`src/rtl/uart_pkg.sv`:
```
// uart_pkg: shared types and constants for the UART frame parser.
package uart_pkg;

  typedef enum logic [2:0] {
    S_HUNT,
    S_LEN,
    S_PAYLOAD,
    S_CHK,
    S_DRAIN
  } state_t;

  localparam logic [7:0] SYNC_DEFAULT = 8'hA5;
  localparam int         ERR_CNT_W    = 8;
  localparam int         BYTE_W       = 8;

endpackage

```
`src/rtl/uart_frame_buf.sv`:
```
// uart_frame_buf: payload store, one write port, one asynchronous read port.
module uart_frame_buf
  import uart_pkg::*;
#(
  parameter int DEPTH = 16,
  parameter int AW    = 4
) (
  input  logic              clk,
  input  logic              wr_en,
  input  logic [AW-1:0]     wr_addr,
  input  logic [BYTE_W-1:0] wr_data,
  input  logic [AW-1:0]     rd_addr,
  output logic [BYTE_W-1:0] rd_data
);

  logic [BYTE_W-1:0] mem [DEPTH];

  // capture payload bytes as they arrive
  always_ff @(posedge clk) begin
    if (wr_en) mem[wr_addr] <= wr_data;
  end

  assign rd_data = mem[rd_addr];

endmodule

```
`src/rtl/uart_frame_parser.sv`:
```
// uart_frame_parser: hunts for SYNC_BYTE, reads LEN, buffers payload, verifies an
// 8-bit additive checksum over the payload bytes, then replays the payload on a
// valid/ready stream. Bad frames are dropped, pulsed on o_err and counted.
// Optional macro UART_FRAME_TIMEOUT_EN adds an inter-byte timeout inside a frame.
module uart_frame_parser
  import uart_pkg::*;
#(
  parameter int         MAX_LEN        = 16,
  parameter logic [7:0] SYNC_BYTE      = SYNC_DEFAULT,
  parameter int         TIMEOUT_CYCLES = 1024,
  localparam int        LEN_W          = $clog2(MAX_LEN + 1)
) (
  input  logic                 i_clk,
  input  logic                 i_rst_n,
  input  logic [7:0]           i_rx_data,
  input  logic                 i_rx_valid,
  output logic                 o_rx_rdy,
  output logic [7:0]           o_data,
  output logic                 o_valid,
  input  logic                 i_rdy,
  output logic                 o_last,
  output logic [LEN_W-1:0]     o_len,
  output logic                 o_err,
  output logic [ERR_CNT_W-1:0] o_err_count
);

  localparam int               IDX_W     = (MAX_LEN > 1) ? $clog2(MAX_LEN) : 1;
  localparam logic [7:0]       MAX_LEN_B = 8'(MAX_LEN);
  localparam logic [LEN_W-1:0] ONE       = LEN_W'(1);

  state_t                 state, state_n;
  logic [LEN_W-1:0]       len, len_n, idx, idx_n;
  logic [7:0]             sum, sum_n;
  logic                   err, err_n;
  logic [ERR_CNT_W-1:0]   err_cnt;
  logic                   rx_valid_q, rx_rdy;
  logic                   byte_edge, drain, last, wr_en, tmo_hit;
  logic [7:0]             rd_data;

  // i_rx_valid is a level held across the idle gap; only its rising edge is a new byte
  assign byte_edge = i_rx_valid && !rx_valid_q;
  assign drain     = (state == S_DRAIN);
  assign last      = drain && (idx == len - ONE);

`ifdef UART_FRAME_TIMEOUT_EN
  localparam int               TMO_W   = (TIMEOUT_CYCLES > 1) ? $clog2(TIMEOUT_CYCLES) : 1;
  localparam logic [TMO_W-1:0] TMO_MAX = TMO_W'(TIMEOUT_CYCLES - 1);
  logic [TMO_W-1:0] tmo_cnt;
  logic             in_frame;
  assign in_frame = (state == S_LEN) || (state == S_PAYLOAD) || (state == S_CHK);
  assign tmo_hit  = in_frame && !byte_edge && (tmo_cnt == TMO_MAX);

  // idle-gap counter, only running while a frame is partially received
  always_ff @(posedge i_clk) begin
    if (!i_rst_n || byte_edge || !in_frame || tmo_hit) tmo_cnt <= '0;
    else                                                 tmo_cnt <= tmo_cnt + TMO_W'(1);
  end
`else
  assign tmo_hit = 1'b0;
`endif

  uart_frame_buf #(.DEPTH(MAX_LEN), .AW(IDX_W)) u_buf (
    .clk     (i_clk),
    .wr_en   (wr_en),
    .wr_addr (idx[IDX_W-1:0]),
    .wr_data (i_rx_data),
    .rd_addr (idx[IDX_W-1:0]),
    .rd_data (rd_data)
  );

  // next-state, datapath updates and error detection
  always_comb begin
    state_n = state;
    len_n   = len;
    idx_n   = idx;
    sum_n   = sum;
    err_n   = 1'b0;
    wr_en   = 1'b0;
    case (state)
      S_HUNT: if (byte_edge && i_rx_data == SYNC_BYTE) state_n = S_LEN;
      S_LEN: if (byte_edge) begin
        if (i_rx_data == 8'h00 || i_rx_data > MAX_LEN_B) begin
          err_n   = 1'b1;
          state_n = S_HUNT;
        end else begin
          len_n   = i_rx_data[LEN_W-1:0];
          sum_n   = 8'h00;  // checksum covers payload bytes only
          idx_n   = '0;
          state_n = S_PAYLOAD;
        end
      end
      S_PAYLOAD: if (byte_edge) begin
        wr_en = 1'b1;
        sum_n = sum + i_rx_data;
        idx_n = idx + ONE;
        if (idx == len - ONE) state_n = S_CHK;
      end
      S_CHK: if (byte_edge) begin
        if (i_rx_data == sum) begin
          idx_n   = '0;
          state_n = S_DRAIN;
        end else begin
          err_n   = 1'b1;
          state_n = S_HUNT;
        end
      end
      S_DRAIN: begin
        // receiver ignored o_rx_rdy; the byte is lost but the drain continues
        if (byte_edge) err_n = 1'b1;
        if (i_rdy) begin
          if (last) begin
            idx_n   = '0;
            state_n = S_HUNT;
          end else begin
            idx_n = idx + ONE;
          end
        end
      end
      default: state_n = S_HUNT;
    endcase
    if (tmo_hit) begin
      err_n   = 1'b1;
      state_n = S_HUNT;
    end
  end

  // state and datapath registers; rx_valid_q resets high so a held level is not a byte
  always_ff @(posedge i_clk) begin
    if (!i_rst_n) begin
      state      <= S_HUNT;
      len        <= '0;
      idx        <= '0;
      sum        <= '0;
      err        <= 1'b0;
      err_cnt    <= '0;
      rx_valid_q <= 1'b1;
      rx_rdy     <= 1'b1;
    end else begin
      state      <= state_n;
      len        <= len_n;
      idx        <= idx_n;
      sum        <= sum_n;
      err        <= err_n;
      rx_valid_q <= i_rx_valid;
      rx_rdy     <= (state_n != S_DRAIN);
      if (err_n && err_cnt != '1) err_cnt <= err_cnt + ERR_CNT_W'(1);
    end
  end

  assign o_rx_rdy    = rx_rdy;
  assign o_valid     = drain;
  assign o_data      = drain ? rd_data : 8'h00;
  assign o_last      = last;
  assign o_len       = len;
  assign o_err       = err;
  assign o_err_count = err_cnt;

endmodule

```
`config.mk`:
```
export PLATFORM = sky130hd
export DESIGN_NAME = uart_frame_parser
export DESIGN_NICKNAME = d
export VERILOG_FILES = /design/src/rtl/uart_pkg.sv /design/src/rtl/uart_frame_buf.sv /design/src/rtl/uart_frame_parser.sv
export SDC_FILE = /design/constraint.sdc
export NUM_CORES = 1
export LEC_CHECK = 0
export ABC_AREA = 0
export CORE_ASPECT_RATIO = 1.75
export CORE_MARGIN = 3
export CORE_UTILIZATION = 60
export DETAILED_ROUTE_END_ITERATION = 16
export PLACE_DENSITY_LB_ADDON = 0.15
export SETUP_SLACK_MARGIN = 0.15
export SLEW_MARGIN = 20
export SYNTH_ARGS = -nofsm -noshare
export SYNTH_HDL_FRONTEND = slang
export SYNTH_SLANG_ARGS = --single-unit
```
`constraint.sdc`:
```
create_clock -name i_clk -period 2.7 [get_ports i_clk]
set_input_delay 0.27 -clock i_clk [delete_from_list [all_inputs] [get_ports i_clk]]
set_output_delay 0.27 -clock i_clk [all_outputs]
set_load 0.02 [all_outputs]
```
# --- Word-level counts from Yosys, hierarchy flattened ---
# Memory sizes are Yosys's and may differ from the RTL's. A register that Yosys moved wholly into a read port is not among the register bits.
# Cells that the tools add are included.
word_totals:
  latch_bits: 0
  elab_cells: 77
  reg_bits: 32
  n_memories: 1
  in_bits: 12
  mem_bits_rw: 128
  romBits: 0
classes:
  eq_ne: 15
  add_sub_neg: 4
  magnitude_cmp: 1
  shifts: 0
  div_mod_pow: 0
  multipliers: 0
  muxes: 34
  n_reduce_logical: 13
  n_bitwise: 1
mem_list:
  columns: ["memory", "depth", "word_bits", "read_ports", "rd_ports_with_merged_regs", "write_ports", "line", "rtl"]
  rows:
  - ["u_buf.mem", 16, 8, 1, 1, 1, "uart_frame_buf.sv:16", "logic [BYTE_W-1:0] mem [DEPTH];"]
ops:
  columns: ["operator", "count"]
  rows:
  - ["2-to-1 mux 5 bit", 7]
  - ["2-to-1 mux 8 bit", 4]
  - ["2-to-1 mux 3 bit", 8]
  - ["case mux 5 bit (4 select lines)", 1]
  - ["case mux 8 bit (2 select lines)", 1]
  - ["case mux 3 bit (5 select lines)", 1]
  - ["inequality test 2 bit (second input constant)", 6]
  - ["adder 8 x 1 -> 8 bit (second input constant)", 1]
  - ["adder 8 bit", 1]
  - ["== test 8 bit", 1]
  - ["== test 8 bit (second input constant)", 1]
  - ["> comparator 8 x 5 -> 1 bit (second input constant)", 1]
  - ["logical NOT 8 bit", 1]
  - ["2-to-1 mux 1 bit", 8]
  - ["2-to-1 mux 4 bit", 2]
  - ["inequality test 8 bit (second input constant)", 1]
  - ["AND reduction 7 bit", 1]
  - ["== test 3 x 2 -> 1 bit (second input constant)", 2]
  - ["adder 5 x 1 -> 5 bit (second input constant)", 1]
  - ["== test 5 bit", 1]
  - ["subtractor 5 x 1 -> 5 bit (second input constant)", 1]
  - ["logical AND 1 bit", 4]
  - ["AND reduction 4 bit", 1]
  - ["nonzero test 4 bit", 1]
  - ["11 further kinds", 11]

# --- Logic depth before layout (Yosys ltp) ---
# Gate-level depths: netlist (run 1).
logic_depth:
  word_depth: 8
  mapped_depth: 8
  depth_no_buf: 8

# --- By module ---
# A second synthesis (run 1) with hierarchy kept.
unflattened:
  hier_cells: 462
  area_unflattened_um2: 7053.0
modules_own_cells:
  columns: ["module", "n_inst", "cells_each", "area_each_um2", "seq_area_each_um2"]
  rows:
  - ["uart_frame_buf", 1, 221, 4987.3, 3843.7]
  - ["uart_frame_parser", 1, 241, 2065.7, 640.6]

# --- Least setup slack after synthesis (run 1) ---
# No wires, ideal clock.
synth_timing:
  kind: "reg-to-output"
  start: "reg with a tool-made name"
  end: "out o_data[0]"
  slack_ns: 0.420
  t_arrival_ns: 2.010
  stages_incl_launch_ff: 6
  cell_sequence: "dfxtp_1 -> clkbuf_1 -> buf_2 -> mux4_2 -> mux4_2 -> and2_1"
synth_rtl:
  columns: ["element", "line", "rtl"]
  rows:
  - ["to (decl)", "uart_frame_parser.sv:18", "output logic [7:0] o_data,"]

==> out/results.txt, run 1 <==
CTS tree: yes
Critical path class: reg -> out
Sequential area share after synthesis: 0.654
Final Util: 0.768
Main combinational cell family by area after synthesis: multiplexers
GRT Total Usage: 0.272
Antenna-violating nets left: 0
Count of pins over their slew limit: 0
HP Class: in -> reg
First-pass GRT wire length: 25300 µm
Yosys cell types: 50
Initial antenna violation count: 0
CP startpoint kind: flop
Clock slew at reported path FFs: 0.07 ns
Worst r2r src: o_len[0]
Vias in the first global route: 4625
Compound-Gate Fraction of Synth Area: 0.0493
Starting Density: 0.622
CP endpoint kind: primary output
Syn_area_per_cell: 15.5 µm²
Worst-margin pin slew: 0.596 ns
Proportion of synthesized area in mux cells: 0.139
Syn Nets: 477
Htree depth: 4
Fill count: 694
Worst Hold Launch: i_rx_valid
Yosys warning total: 0
Final wirelength: 16500 µm
Outcome: complete, but fails checks
Flop-to-flop setup slack: 0.28 ns
Overall die area: 13000 µm²
Number of nets in the layout: 576
Hold Vio Cnt, Final: 0
Failing checks: negative setup slack
WP data arrival: 2.45 ns
CTS root buffer: clkbuf_16
DP Wirelength: 10600 µm
CP required: 2.43 ns
Worst reg2reg path endpoint: idx[3]
Drt drc: 0
First-pass DRT Iterations: 5
R2r worst-path depth: 9
Row cnt: 51
Vias per Instance: 6.37
Die H: 149 µm
Placer's final routability congestion estimate: 0.875
Average wire per standard cell: 23.7 µm
Initial drt markers: 419
Total number of vias: 4428
I/O pins: 37
Final worst path period share: 1.01
Maxcap violations: 0
Layout cells sized above 1: 0.277
Simple-gate share of the synthesized area: 0.0994
Pin count of the biggest net entering global routing: 33
P_leak: 0.00300 µW
Clock Latency Late Sink: 0.42 ns
Pwr dens: 603 nW/µm²
Worst VDD drop: 0.608 mV
CP Max Fanout: 8
Min cycle time layout: 2.72 ns
Worst Skew: 0.00729 ns
Rel. slew slack: 0.602
Slowest CP cell: mux4_2
Antenna fix cells: 0
# clock sinks: 164
Core footprint: 11200 µm²
XOR/XNOR Fraction of Synth Area: 0.0163
Area growth syn-to-layout: 23.4%
Fmax: 368 MHz
Setup TNS: -0.0173 ns
# port buffers: 36
Hold EP: rx_valid_q
Yosys reg bits: 164
RSZ-0062 raised after global routing: yes
Clock buffer depth: 2
Final Worst Setup Slack: -0.0173 ns
CP peak stage delay: 0.51 ns
Die X: 87.6 µm
CP Cell Sequence: buf_12 -> buf_12 -> buf_4 -> mux4_2 -> mux4_2 -> and2_4 -> buf_6
Grt ovf: 0
Hold Path Cell Cnt: 2
CTS buffer count: 17
Cell Area, Synth: 6980 µm²
Final setup viols: 1
Gate Count Post-Synth: 451
Synth Area in Adders: 0.0262
CTS Hold Bufs: 0
==> area by class of cell <==
| class | count | area, µm² | area share |
|---|---|---|---|
| multi-input combinational | 260 | 2320 | 0.270 |
| timing repair buffer | 99 | 945 | 0.110 |
| tap | 132 | 165 | 0.0192 |
| inverter | 8 | 30.0 | 0.00348 |
| clock buffer | 17 | 425 | 0.0493 |
| sequential | 164 | 4570 | 0.530 |
| clock inverter | 15 | 163 | 0.0189 |
==> critical path: cells and delay by family (launching register included) <==
family,cells,cell delay (ns)
DFF,1,0.39
muxes,2,0.98
buffers and inverters,4,0.48
and+or+nand+nor,1,0.17
==> sequential cells by signal, indices dropped and copies added, names as in the netlist, named ones only <==
| name | cells |
|---|---|
| idx | 5 |
| o_err | 1 |
| o_err_count | 8 |
| o_len | 5 |
| o_rx_rdy | 1 |
| rx_valid_q | 1 |
| state | 3 |
| sum | 8 |
| u_buf.mem | 128 |
==> stage by stage <==
step / instances / total power, µW / worst slack [ns] / area [µm²] / hold WS (ns)
after floorplan: 451 / 2800 / 0.420 / 6980 / 0.369
after global placement: 650 / 2880 / -0.0815 / 7830 / 0.446
after detailed placement: 650 / 2880 / -0.115 / 7830 / 0.453
after CTS: 691 / 5220 / -0.0674 / 8530 / 0.455
final: 695 / 5200 / -0.0173 / 8620 / 0.461
after global routing: 695 / 5330 / -0.0681 / 8620 / 0.482
==> per-layer routing <==
layer | share of wire | GRT usage | up-vias
li1 | - | - | 1968
met1 | 0.35 | 0.298 | 2227
met2 | 0.57 | 0.487 | 181
met3 | 0.043 | 0.0538 | 52
met4 | 0.044 | 0.138 | 0
met5 | 0 | 0 | -
==> repair_timing <==
item,in CTS,in global routing
pin swaps,0,0
buffers inserted,8,3
hold endpoints to repair,0,0
setup endpoints to repair,9,15
gates resized for setup,46,20
gates cloned,1,1
==> logic make-up after synthesis <==
kind of cell / Yosys count
and+or+nand+nor: 135
DFF: 164
muxes: 47
adders and majority gates: 14
buffers and inverters: 27
AOI/OAI and AO/OA: 51
xor gates and xnor gates: 13
==> cells in the final DEF, fill, tap and decap left out, types with 4 or more instances in the layout <==
| cell type | Yosys | final |
|---|---|---|
| ha_1 | 13 | 13 |
| nand4_1 | 6 | 6 |
| xnor2_1 | 4 | 4 |
| and2_1 | 11 | 7 |
| clkbuf_16 | 0 | 18 |
| edfxtp_1 | 128 | 128 |
| and2_4 | 1 | 5 |
| clkdlybuf4s50_1 | 0 | 27 |
| inv_8 | 0 | 4 |
| o21ai_0 | 7 | 7 |
| inv_1 | 8 | 8 |
| inv_6 | 0 | 5 |
| and3_1 | 5 | 5 |
| dfxtp_1 | 36 | 34 |
| nor2_1 | 34 | 34 |
| buf_4 | 0 | 53 |
| nand3_1 | 13 | 13 |
| nand2b_1 | 9 | 9 |
| or3_1 | 8 | 8 |
| buf_12 | 0 | 4 |
| a21oi_1 | 20 | 20 |
| buf_6 | 1 | 11 |
| xor2_1 | 9 | 9 |
| mux2i_1 | 7 | 7 |
| nand2_1 | 23 | 23 |
| mux4_2 | 40 | 40 |
| nor3_1 | 11 | 11 |
==> worst max path at each step <==
stage | end | startpoint | slack [ns] | cells past startpoint
floorplan | o_data[0] | flop | 0.42 | 5
CTS | o_data[1] | flop | -0.07 | 7
detailed placement | o_err_count[7] | i_rx_data[2] | -0.12 | 10
global route | o_data[0] | flop | -0.07 | 7
global placement | o_err_count[5] | i_rx_data[2] | -0.08 | 10
finish | o_data[0] | flop | -0.02 | 7
==> where the power goes <==
group	switching, µW	internal, µW
Clock	1060	1310
Combinational	70.2	41.6
Sequential	0.344	2710
Total	1130	4070
==> synthesized netlist by cell type (all sizes together) <==
cell type | n | area share
edfxtp | 128 | 0.55
mux4 | 40 | 0.13
dfxtp | 36 | 0.10
nor2 | 34 | 0.018
nand2 | 23 | 0.012
a21oi | 20 | 0.014
clkbuf | 13 | 0.0070
ha | 13 | 0.023
nand3 | 13 | 0.0093
and2 | 12 | 0.011
nor3 | 11 | 0.0079
nand2b | 9 | 0.0081
xor2 | 9 | 0.011
inv | 8 | 0.0043
o21ai | 8 | 0.0057
or3 | 8 | 0.0072
mux2i | 7 | 0.010
buf | 6 | 0.0050
nand4 | 6 | 0.0054
and3 | 5 | 0.0045
nor4 | 4 | 0.0036
xnor2 | 4 | 0.0050
a2111oi | 3 | 0.0038
a211o | 3 | 0.0038
a211oi | 3 | 0.0032
a21o | 2 | 0.0021
a31oi | 2 | 0.0018
nand3b | 2 | 0.0021
nor2b | 2 | 0.0018
o211ai | 2 | 0.0029
a311o | 1 | 0.0014
fa | 1 | 0.0029
nand4bb | 1 | 0.0016
nor3b | 1 | 0.0011
nor4b | 1 | 0.0013
o2111a | 1 | 0.0016
o2111ai | 1 | 0.0013
o211a | 1 | 0.0025
o21a | 1 | 0.0011
o21ba | 1 | 0.0014
o21bai | 1 | 0.0011
o2bb2ai | 1 | 0.0013
or2 | 1 | 0.00090
or4 | 1 | 0.0016
or4b | 1 | 0.0014
Note: power is estimated with default switching activity, not from simulation.
==> run 2, diff against run 1 <==
- CAP_MARGIN: unset -> 30
- REMOVE_ABC_BUFFERS: unset -> 1
==> run 2 against run 1 <==
Net effect:
- the run still ends with negative setup slack left
- power up 0.91%
- sequential power about the same
- combinational power is essentially flat
- clock power up 2%
- sequential cell count did not move
- hold slack got worse by 0.0039 ns
- setup slack worse by 0.031 ns
- critical path depth fell by 1
- register-to-register slack improved by 0.06 ns
- sequential share of layout area increased by 0.44 points
- clock-buffer cell count up 1
- non-clock buffer count down 11
- largest cell class unchanged
- largest power group unchanged
- highest routed layer unchanged
==> out/results.txt, run 2 (synthesis results as in run 1) <==
Outcome: complete, but fails checks
Failing checks: negative setup slack
Internal power: 4150 µW
Number of nets in the layout: 565
Core footprint: 11200 µm²
# port buffers: 36
Starting Density: 0.622
Clock slew at reported path FFs: 0.06 ns
Initial antenna violation count: 0
Pin count of the biggest net entering global routing: 33
CTS tree: yes
Worst-margin pin slew: 0.551 ns
Pwr dens: 614 nW/µm²
CP Max Fanout: 5
Logic gate share of total power: 0.022
Antenna fix cells: 0
Rel. slew slack: 0.633
Hold Path Cell Cnt: 2
Vias in the first global route: 4435
DP Wirelength: 11200 µm
CP startpoint kind: flop
GRT Total Usage: 0.277
CTS buffer count: 17
Final Util: 0.761
Die H: 149 µm
HP Class: in -> reg
Placer's final routability congestion estimate: 0.848
Critical path class: reg -> out
R2r worst-path depth: 7
Worst reg2reg path endpoint: sum[7]
First-pass GRT wire length: 25600 µm
Clock Power Share: 0.461
# clock sinks: 164
Clock Latency Late Sink: 0.42 ns
Fmax: 364 MHz
Die X: 87.6 µm
Vias per Instance: 6.25
Commonest non-fill, non-tap cell in the layout: edfxtp_1
Min cycle time layout: 2.75 ns
Worst Hold Launch: i_rx_valid
Post-placement cell count: 646
Flop-to-flop setup slack: 0.34 ns
Drt drc: 0
Reg power frac: 0.517
Dpl ws: -0.203 ns
Hold EP: rx_valid_q
Antenna-violating nets left: 0
Grt ovf: 0
I/O pins: 37
Maxcap violations: 0
First-pass DRT Iterations: 5
Total number of vias: 4277
Htree depth: 4
Clock buffer depth: 2
Final worst path period share: 1.02
Switching pwr: 1100 µW
Sw Share: 0.209
Average wire per standard cell: 24.4 µm
Row cnt: 51
Worst VDD drop: 0.641 mV
Hold Vio Cnt, Final: 0
Final setup viols: 1
CP required: 2.43 ns
Commonest cells after routing, fill and taps aside: edfxtp_1, buf_4, mux4_2
Biggest register: u_buf.mem
CTS Hold Bufs: 0
Count of pins over their slew limit: 0
Final wirelength: 16700 µm
Worst Skew: 0.00856 ns
Initial drt markers: 343
Final Worst Setup Slack: -0.0482 ns
CTS root buffer: clkbuf_16
Worst r2r src: sum[1]
P_leak: 0.00296 µW
RSZ-0062 raised after global routing: yes
WP data arrival: 2.48 ns
Largest register FFs: 128
Layout cells sized above 1: 0.264
Area growth syn-to-layout: 22.4%
CP endpoint kind: primary output
Overall die area: 13000 µm²
Non-Filler Instances: 684
==> run 2: changes by cell type in the layout (fill, tap and decap cells not counted), moves of 2 or more <==
cell        previous run  this run
buf_16                 1         3
clkinv_2               0         2
clkinvlp_4             2         0
buf_4                 53        43
==> run 2: worst max path at each step <==
stage | end | cells past startpoint | startpoint
6_report | o_data[6] | 6 | flop
5_1_grt | o_data[6] | 6 | flop
4_1_cts | o_data[3] | 6 | flop
3_5_place_dp | sum[7] | 8 | i_rx_data[1]
3_3_place_gp | sum[7] | 8 | i_rx_data[1]
2_1_floorplan | o_data[0] | 3 | flop
==> run 2: timing repair <==
action	4_1_cts	5_1_grt
setup buffers	3	0
pin swaps	0	0
gates cloned	3	0
endpoints found under the setup margin	9	11
hold endpoints to repair	0	0
resized for setup	56	12
==> run 2: layout make-up <==
cell class	count	area (µm²)
clock inverter	14	165
clock buffer	18	429
multi-input combinational	260	2330
sequential	164	4570
fill	678	2680
tap	132	165
timing repair buffer	88	865
inverter	8	30.0
==> run 2: critical path, stage by stage, from the launching register on <==
cell and delay (ns):
dfxtp_4 0.42, buf_6 0.13, buf_16 0.12, mux4_2 0.55
mux4_2 0.53, and2_4 0.18, buf_6 0.12
==> run 2: power groups by stage <==
| stage | combinational [µW] | clock [µW] | sequential (µW) |
|---|---|---|---|
| after CTS | 113 | 2440 | 2710 |
| after detailed placement | 113 | 0 | 2770 |
| after global routing | 123 | 2560 | 2710 |
| after global placement | 110 | 0 | 2770 |
| final | 114 | 2420 | 2710 |
| after floorplan | 24.2 | 0 | 2770 |
==> run 2: layer usage <==
| layer | vias up | part of all wire | GRT usage |
|---|---|---|---|
| met5 | - | 0 | 0 |
| met4 | 0 | 0.055 | 0.151 |
| met3 | 53 | 0.043 | 0.0455 |
| met2 | 160 | 0.56 | 0.488 |
| met1 | 2121 | 0.34 | 0.311 |
| li1 | 1943 | - | - |
==> run 2: per-stage QoR <==
step | hold WS [ns] | power, µW | cell area, µm² | TNS, ns
global route | 0.492 | 5390 | 8550 | -0.234
global placement | 0.445 | 2880 | 7800 | -0.00382
floorplan | 0.343 | 2800 | 6900 | -2.70
CTS | 0.449 | 5270 | 8530 | -0.00689
detailed placement | 0.456 | 2880 | 7800 | -0.319
finish | 0.457 | 5250 | 8550 | -0.0482
